**src/rtl/seg7_pkg.sv**
```systemverilog
// seg7_pkg
// Shared constants for the 7-segment scan driver.
//   - SEG_* : logical (active-high) segment patterns {a,b,c,d,e,f,g} for
//             hex codes 0..F, plus SEG_OFF for a dark digit.
//   - cnt_width() : counter width helper, never returns less than 1 bit.
package seg7_pkg;

    localparam logic [6:0] SEG_0   = 7'b1111110;
    localparam logic [6:0] SEG_1   = 7'b0110000;
    localparam logic [6:0] SEG_2   = 7'b1101101;
    localparam logic [6:0] SEG_3   = 7'b1111001;
    localparam logic [6:0] SEG_4   = 7'b0110011;
    localparam logic [6:0] SEG_5   = 7'b1011011;
    localparam logic [6:0] SEG_6   = 7'b1011111;
    localparam logic [6:0] SEG_7   = 7'b1110000;
    localparam logic [6:0] SEG_8   = 7'b1111111;
    localparam logic [6:0] SEG_9   = 7'b1111011;
    localparam logic [6:0] SEG_A   = 7'b1110111;
    localparam logic [6:0] SEG_B   = 7'b0011111;
    localparam logic [6:0] SEG_C   = 7'b1001110;
    localparam logic [6:0] SEG_D   = 7'b0111101;
    localparam logic [6:0] SEG_E   = 7'b1001111;
    localparam logic [6:0] SEG_F   = 7'b1000111;
    localparam logic [6:0] SEG_OFF = 7'b0000000;

    // Width of a counter covering 0..n-1; a single state still needs one bit.
    function automatic int cnt_width(input int n);
        if (n <= 1) begin
            return 1;
        end else begin
            return $clog2(n);
        end
    endfunction

endpackage

```
**src/rtl/seg7_scan_driver_decode.sv**
```systemverilog
// seg7_decode
// Combinational 4-bit code to 7-segment logical pattern decoder.
// Ports:
//   code    in  [3:0] digit code
//   hex_en  in        1 = codes 10..15 show A,b,C,d,E,F; 0 = blank
//   pattern out [6:0] logical segments {a..g}, 1 = lit (no polarity applied)
module seg7_decode
    import seg7_pkg::*;
(
    input  logic [3:0] code,
    input  logic       hex_en,
    output logic [6:0] pattern
);

    // Code lookup; letters are gated by hex_en so a BCD-only readout stays dark.
    always_comb begin
        pattern = SEG_OFF;
        case (code)
            4'h0:    pattern = SEG_0;
            4'h1:    pattern = SEG_1;
            4'h2:    pattern = SEG_2;
            4'h3:    pattern = SEG_3;
            4'h4:    pattern = SEG_4;
            4'h5:    pattern = SEG_5;
            4'h6:    pattern = SEG_6;
            4'h7:    pattern = SEG_7;
            4'h8:    pattern = SEG_8;
            4'h9:    pattern = SEG_9;
            4'hA:    pattern = hex_en ? SEG_A : SEG_OFF;
            4'hB:    pattern = hex_en ? SEG_B : SEG_OFF;
            4'hC:    pattern = hex_en ? SEG_C : SEG_OFF;
            4'hD:    pattern = hex_en ? SEG_D : SEG_OFF;
            4'hE:    pattern = hex_en ? SEG_E : SEG_OFF;
            4'hF:    pattern = hex_en ? SEG_F : SEG_OFF;
            default: pattern = SEG_OFF;
        endcase
    end

endmodule

```
**src/rtl/seg7_scan_driver.sv**
```systemverilog
// seg7_scan_driver
// Time-multiplexed driver for a DIGITS-wide 7-segment display. Each digit
// owns a SCAN_DIV-cycle slot whose first DEAD_CYC cycles keep every anode
// dark (anti-ghosting). Inputs are snapshotted at frame start so a display
// update never tears mid-scan. All outputs are registered.
// Ports:
//   clk, rst        clock, synchronous active-high reset
//   en              scan enable (0 = hold position, outputs dark)
//   digits_in       4 bits per digit, digit 0 rightmost at [3:0]
//   blank_in        per-digit force-dark mask
//   dp_in           per-digit decimal point mask
//   seg, dp         segment outputs {a..g} and decimal point, polarity applied
//   an              one-hot digit select, polarity applied
//   frame_done      one-cycle pulse after the last digit's slot ends
module seg7_scan_driver
    import seg7_pkg::*;
#(
    parameter int DIGITS      = 6,
    parameter int SCAN_DIV    = 50000,
    parameter int DEAD_CYC    = 16,
    parameter int HEX_EN      = 0,
    parameter int SEG_ACT_LOW = 1,
    parameter int AN_ACT_LOW  = 1
) (
    input  logic                  clk,
    input  logic                  rst,
    input  logic                  en,
    input  logic [4*DIGITS-1:0]   digits_in,
    input  logic [DIGITS-1:0]     blank_in,
    input  logic [DIGITS-1:0]     dp_in,
    output logic [6:0]            seg,
    output logic                  dp,
    output logic [DIGITS-1:0]     an,
    output logic                  frame_done
);

    localparam int PW = cnt_width(SCAN_DIV);
    localparam int IW = cnt_width(DIGITS);

    localparam logic [PW-1:0] PRESC_LAST = PW'(SCAN_DIV - 1);
    localparam logic [PW-1:0] PRESC_DEAD = PW'(DEAD_CYC);
    localparam logic [IW-1:0] IDX_LAST   = IW'(DIGITS - 1);

    // XOR masks turn a logical "on" pattern into the pin level.
    localparam logic [6:0]        SEG_POL = (SEG_ACT_LOW != 0) ? 7'h7F : 7'h00;
    localparam logic              DP_POL  = (SEG_ACT_LOW != 0) ? 1'b1 : 1'b0;
    localparam logic [DIGITS-1:0] AN_POL  = (AN_ACT_LOW != 0) ? {DIGITS{1'b1}} : {DIGITS{1'b0}};
    localparam logic              HEX_ON  = (HEX_EN != 0) ? 1'b1 : 1'b0;

    logic [PW-1:0]         presc_q, presc_d;
    logic [IW-1:0]         idx_q, idx_d;
    logic [4*DIGITS-1:0]   snap_dig_q, snap_dig_d;
    logic [DIGITS-1:0]     snap_blank_q, snap_blank_d;
    logic [DIGITS-1:0]     snap_dp_q, snap_dp_d;
    logic [6:0]            seg_q, seg_d;
    logic                  dp_q, dp_d;
    logic [DIGITS-1:0]     an_q, an_d;
    logic                  frame_done_q, frame_done_d;

    logic                  capture_s;
    logic [4*DIGITS-1:0]   eff_dig_s;
    logic [DIGITS-1:0]     eff_blank_s;
    logic [DIGITS-1:0]     eff_dp_s;
    logic [3:0]            code_s;
    logic [6:0]            pattern_s;
    logic [DIGITS-1:0]     an_onehot_s;

    // Frame start is prescaler==0 and idx==0; reset leaves the counters
    // there, so the first enabled cycle after reset is also a capture.
    // The capture cycle decodes straight from the inputs so that with
    // DEAD_CYC=0 the first slot never shows stale data for one cycle.
    always_comb begin
        capture_s   = en && (presc_q == {PW{1'b0}}) && (idx_q == {IW{1'b0}});
        eff_dig_s   = capture_s ? digits_in : snap_dig_q;
        eff_blank_s = capture_s ? blank_in  : snap_blank_q;
        eff_dp_s    = capture_s ? dp_in     : snap_dp_q;
        code_s      = eff_dig_s[4*idx_q +: 4];
        an_onehot_s = {{(DIGITS-1){1'b0}}, 1'b1} << idx_q;
    end

    seg7_decode u_decode (
        .code    (code_s),
        .hex_en  (HEX_ON),
        .pattern (pattern_s)
    );

    // Next-state: prescaler/index advance, snapshot, and the output image.
    always_comb begin
        presc_d      = presc_q;
        idx_d        = idx_q;
        snap_dig_d   = snap_dig_q;
        snap_blank_d = snap_blank_q;
        snap_dp_d    = snap_dp_q;
        an_d         = AN_POL;
        seg_d        = SEG_OFF ^ SEG_POL;
        dp_d         = 1'b0 ^ DP_POL;
        frame_done_d = 1'b0;
        if (en) begin
            if (capture_s) begin
                snap_dig_d   = digits_in;
                snap_blank_d = blank_in;
                snap_dp_d    = dp_in;
            end else begin
                snap_dig_d   = snap_dig_q;
            end
            if (presc_q == PRESC_LAST) begin
                presc_d      = {PW{1'b0}};
                idx_d        = (idx_q == IDX_LAST) ? {IW{1'b0}} : idx_q + 1'b1;
                frame_done_d = (idx_q == IDX_LAST);
            end else begin
                presc_d      = presc_q + 1'b1;
            end
            // Past the dead time the digit is selected even when blanked,
            // keeping the duty cycle uniform; only its segments go dark.
            if (presc_q >= PRESC_DEAD) begin
                an_d = an_onehot_s ^ AN_POL;
                if (!eff_blank_s[idx_q]) begin
                    seg_d = pattern_s ^ SEG_POL;
                    dp_d  = eff_dp_s[idx_q] ^ DP_POL;
                end else begin
                    seg_d = SEG_OFF ^ SEG_POL;
                end
            end else begin
                an_d = AN_POL;
            end
        end else begin
            // Disabled: position held, outputs left at their dark defaults.
            presc_d = presc_q;
        end
    end

    // State and output registers with synchronous reset.
    always_ff @(posedge clk) begin
        if (rst) begin
            presc_q      <= {PW{1'b0}};
            idx_q        <= {IW{1'b0}};
            snap_dig_q   <= {(4*DIGITS){1'b0}};
            snap_blank_q <= {DIGITS{1'b0}};
            snap_dp_q    <= {DIGITS{1'b0}};
            an_q         <= AN_POL;
            seg_q        <= SEG_OFF ^ SEG_POL;
            dp_q         <= DP_POL;
            frame_done_q <= 1'b0;
        end else begin
            presc_q      <= presc_d;
            idx_q        <= idx_d;
            snap_dig_q   <= snap_dig_d;
            snap_blank_q <= snap_blank_d;
            snap_dp_q    <= snap_dp_d;
            an_q         <= an_d;
            seg_q        <= seg_d;
            dp_q         <= dp_d;
            frame_done_q <= frame_done_d;
        end
    end

    assign seg        = seg_q;
    assign dp         = dp_q;
    assign an         = an_q;
    assign frame_done = frame_done_q;

endmodule

```
**config.mk**
```make
export PLATFORM = sky130hd
export DESIGN_NAME = seg7_scan_driver
export DESIGN_NICKNAME = d
export VERILOG_FILES = /design/src/rtl/seg7_pkg.sv /design/src/rtl/seg7_scan_driver_decode.sv /design/src/rtl/seg7_scan_driver.sv
export SDC_FILE = /design/constraint.sdc
export NUM_CORES = 1
export LEC_CHECK = 0
export ABC_AREA = 1
export BUFFER_PORTS_ARGS = -buffer_cell sky130_fd_sc_hd__buf_2
export CAP_MARGIN = 5
export CORE_ASPECT_RATIO = 1.1
export CORE_MARGIN = 1.5
export CORE_UTILIZATION = 25
export DETAILED_ROUTE_END_ITERATION = 6
export HOLD_SLACK_MARGIN = 0.02
export PLACE_DENSITY_LB_ADDON = 0.25
export SYNTH_ARGS = -nofsm -noshare
export SYNTH_HDL_FRONTEND = slang
export SYNTH_SLANG_ARGS = --single-unit
export TNS_END_PERCENT = 10
```
**constraint.sdc**
```tcl
create_clock -name clk -period 5.41 [get_ports clk]
set_clock_uncertainty 0.1 [all_clocks]
set_input_delay 0.2705 -clock clk [delete_from_list [all_inputs] [get_ports clk]]
set_output_delay 0.2705 -clock clk [all_outputs]
set_load 0.01 [all_outputs]
```
==> flow_metrics.env <==
export IMPL_outcome="finished, final reports clean"
export IMPL_drv_slew=0
export IMPL_nets=580
export IMPL_overflow=0
export IMPL_yosysMostFrequentCell="nand2_1"
export IMPL_power_leakage_nw=1.83
export IMPL_crit_arrival_ps=3020
export IMPL_power_density_nw_per_um2=305
export IMPL_timing_max_cap_violations=0
export IMPL_synthTopCellsByCount="nand2_1 (101), inv_1 (71), dfxtp_1 (70)"
export IMPL_critPathRequiredTime_ps=5510
export IMPL_avgSynthCellArea_um2=7.05
export IMPL_antenna_found_initial=0
export IMPL_ys_types=32
export IMPL_synth_edff_count=0
export IMPL_max_freq_mhz=344
export IMPL_num_rows=44
export IMPL_placed_cells=711
export IMPL_syn_area_um2=3440
export IMPL_gp_congestion=0.793
export IMPL_ctsHoldBuffers=0
export IMPL_num_vias=3135
export IMPL_grt_usage_pct=12.8
export IMPL_final_antenna_net_count=0
export IMPL_postCtsSetupBuffers=0
export IMPL_drive_above_1_share_pct=16.4
export IMPL_htreeDepth=3
export IMPL_antennaDiodeCount=0
export IMPL_setup_viol=0
export IMPL_ys_async_sr_fraction_pct=0
export IMPL_path_class="register to register"
export IMPL_synth_top_flop_cell="dfxtp_1"
export IMPL_drc=0
export IMPL_grt_setup_unrepaired="false"
export IMPL_worst_slew_pin_slew_ps=824
export IMPL_ys_warn_count=0
export IMPL_ys_ff_latch=70
export IMPL_period_share_pct=53.8
export IMPL_initial_core_util_pct=25.8
export IMPL_cts_root_buf="clkbuf_16"
export IMPL_cts_made_buffers=9
export IMPL_clock_sinks=70
export IMPL_grt_pass1_vias=3081
export IMPL_vias_per_cell=4.31
export IMPL_critPathLaunchType="register"
export IMPL_ir_worst_vdd_mv=0.137
export IMPL_fp_dieH_um=126
export IMPL_r2r_start="presc_q[0]"
export IMPL_end_kind="register"
export IMPL_critPathMaxFanout=24
export IMPL_clk_pin_slew_ps=60
export IMPL_dr_first_iter_drc_count=122
export IMPL_syn_num_nets=530
export IMPL_core_area_um2=13300
export IMPL_post_cts_resized=0
export IMPL_die_x_um=115
export IMPL_critPathLaunch="presc_q[0]"
export IMPL_max_slew_margin_pct=45.0
export IMPL_hold_viol_final=0
export IMPL_dr_pass1_iters=4
export IMPL_fin_crit_ps=2910
export IMPL_layoutNonFillerInstCount=727
export IMPL_boundaryPins=54
export IMPL_cts_buffer_depth=2
export IMPL_seq_area_frac_synth_pct=40.8
export IMPL_wire_per_inst_um=12.0
export IMPL_die_area_um2=14500
export IMPL_yosysTopAreaCell="dfxtp_1"
export IMPL_io_buffer_count=53
export IMPL_synth_top_area_share_pct=40.8
export IMPL_synth_area_leaders="dfxtp_1 (41%), nand2_1 (11%), inv_1 (7.8%)"
export IMPL_worstSkewPairLatency_ps=330
export IMPL_wirelength_um=8740
export IMPL_grt_pass1_wl_um=14500
export IMPL_area_delta_synth_final_pct=19.6
export IMPL_hp_class="input pin to register"
export IMPL_setup_tns_ps=0
export IMPL_synth_cells=488
export IMPL_grt_start_max_net_pins=44
export IMPL_place_hpwl_um=6590
export IMPL_hold_start="blank_in[1]"
export IMPL_cts_tree="built"
-- final timing paths --
kind	slack, ps	end	cells after the start
min	100	snap_blank_q[1]	3
max	2500	seg[2]	14
max reg2reg	2500	seg[2]	14
min reg2reg	370	snap_dig_q[6]	2
-- through the flow --
step	hold slack (ps)	util, %	power (mW)	cell area [um^2]	setup WS [ps]
CTS	90.8	30.9	1.27	4110	2490
floorplan	329	-	0.684	3440	3280
finish	102	30.9	1.26	4110	2500
detailed placement	366	28.8	0.720	3830	2510
global route	121	30.9	1.32	4110	2190
global placement	363	28.8	0.718	3830	2560
-- cell type report --
type | count | area (um^2)
Sequential cell | 70 | 1400
Clock inverter | 5 | 35.0
Inverter | 73 | 274
Tap cell | 184 | 230
Timing Repair Buffer | 53 | 265
Fill cell | 1491 | 9210
Multi-Input combinational cell | 331 | 1660
Clock buffer | 11 | 243
-- placed cells by master (no fill, tap or decap), types with 4 or more instances in the layout --
cell type and count:
clkbuf_16 9, o211ai_1 5, nand4_1 20, dfxtp_1 70
nand2_2 4, nor3_1 12, o21ai_1 8, nand3_1 34
nand2_1 101, mux2i_1 8, nor2_2 5, inv_1 71
nor2_1 69, o21ai_0 16, a21oi_1 27, buf_2 53
-- worst max-delay path, stage by stage (launching register included) --
cell	delay [ps]
dfxtp_1	330
inv_1	100
ha_1	170
nand2_1	60
nor2_2	520
nand3_4	400
nand2_1	200
nand3_1	80
nand2_1	90
o21ai_1	100
nand2_2	200
inv_2	60
nor2_1	150
o21bai_1	130
nand3_1	80
-- routing by layer --
metal	share of wire [%]	GRT usage (%)	vias up
met2	49	22.2	46
met3	3.4	3.51	6
met1	47	15.3	1410
met4	1.1	4.14	0
li1	-	-	1673
met5	0	0	-
-- registers in the layout (all words and copies together) (netlist names) --
signal	cells
snap_dig_q	24
presc_q	16
seg	7
an	6
snap_blank_q	6
snap_dp_q	6
idx_q	3
dp	1
frame_done	1
-- power by group --
group	total [mW]	switching (mW)	internal (mW)	leakage, nW
Sequential	0.546	0.00627	0.540	0.571
Combinational	0.162	0.104	0.0578	1.12
Clock	0.547	0.225	0.323	0.135
-- cell families (layout without fill, tap and decap cells) --
kind of cell / count (synthesis) / count (layout) / share of synthesized area [%]
AOI/OAI and AO/OA: 62 / 62 / 9.83
xor gates and xnor gates: 1 / 1 / 0.255
adders and majority gates: 3 / 3 / 1.09
buffers and inverters: 87 / 142 / 10.9
DFF: 70 / 70 / 40.8
muxes: 8 / 8 / 2.33
and+or+nand+nor: 257 / 257 / 34.9
(Power assumes the default switching activity.)
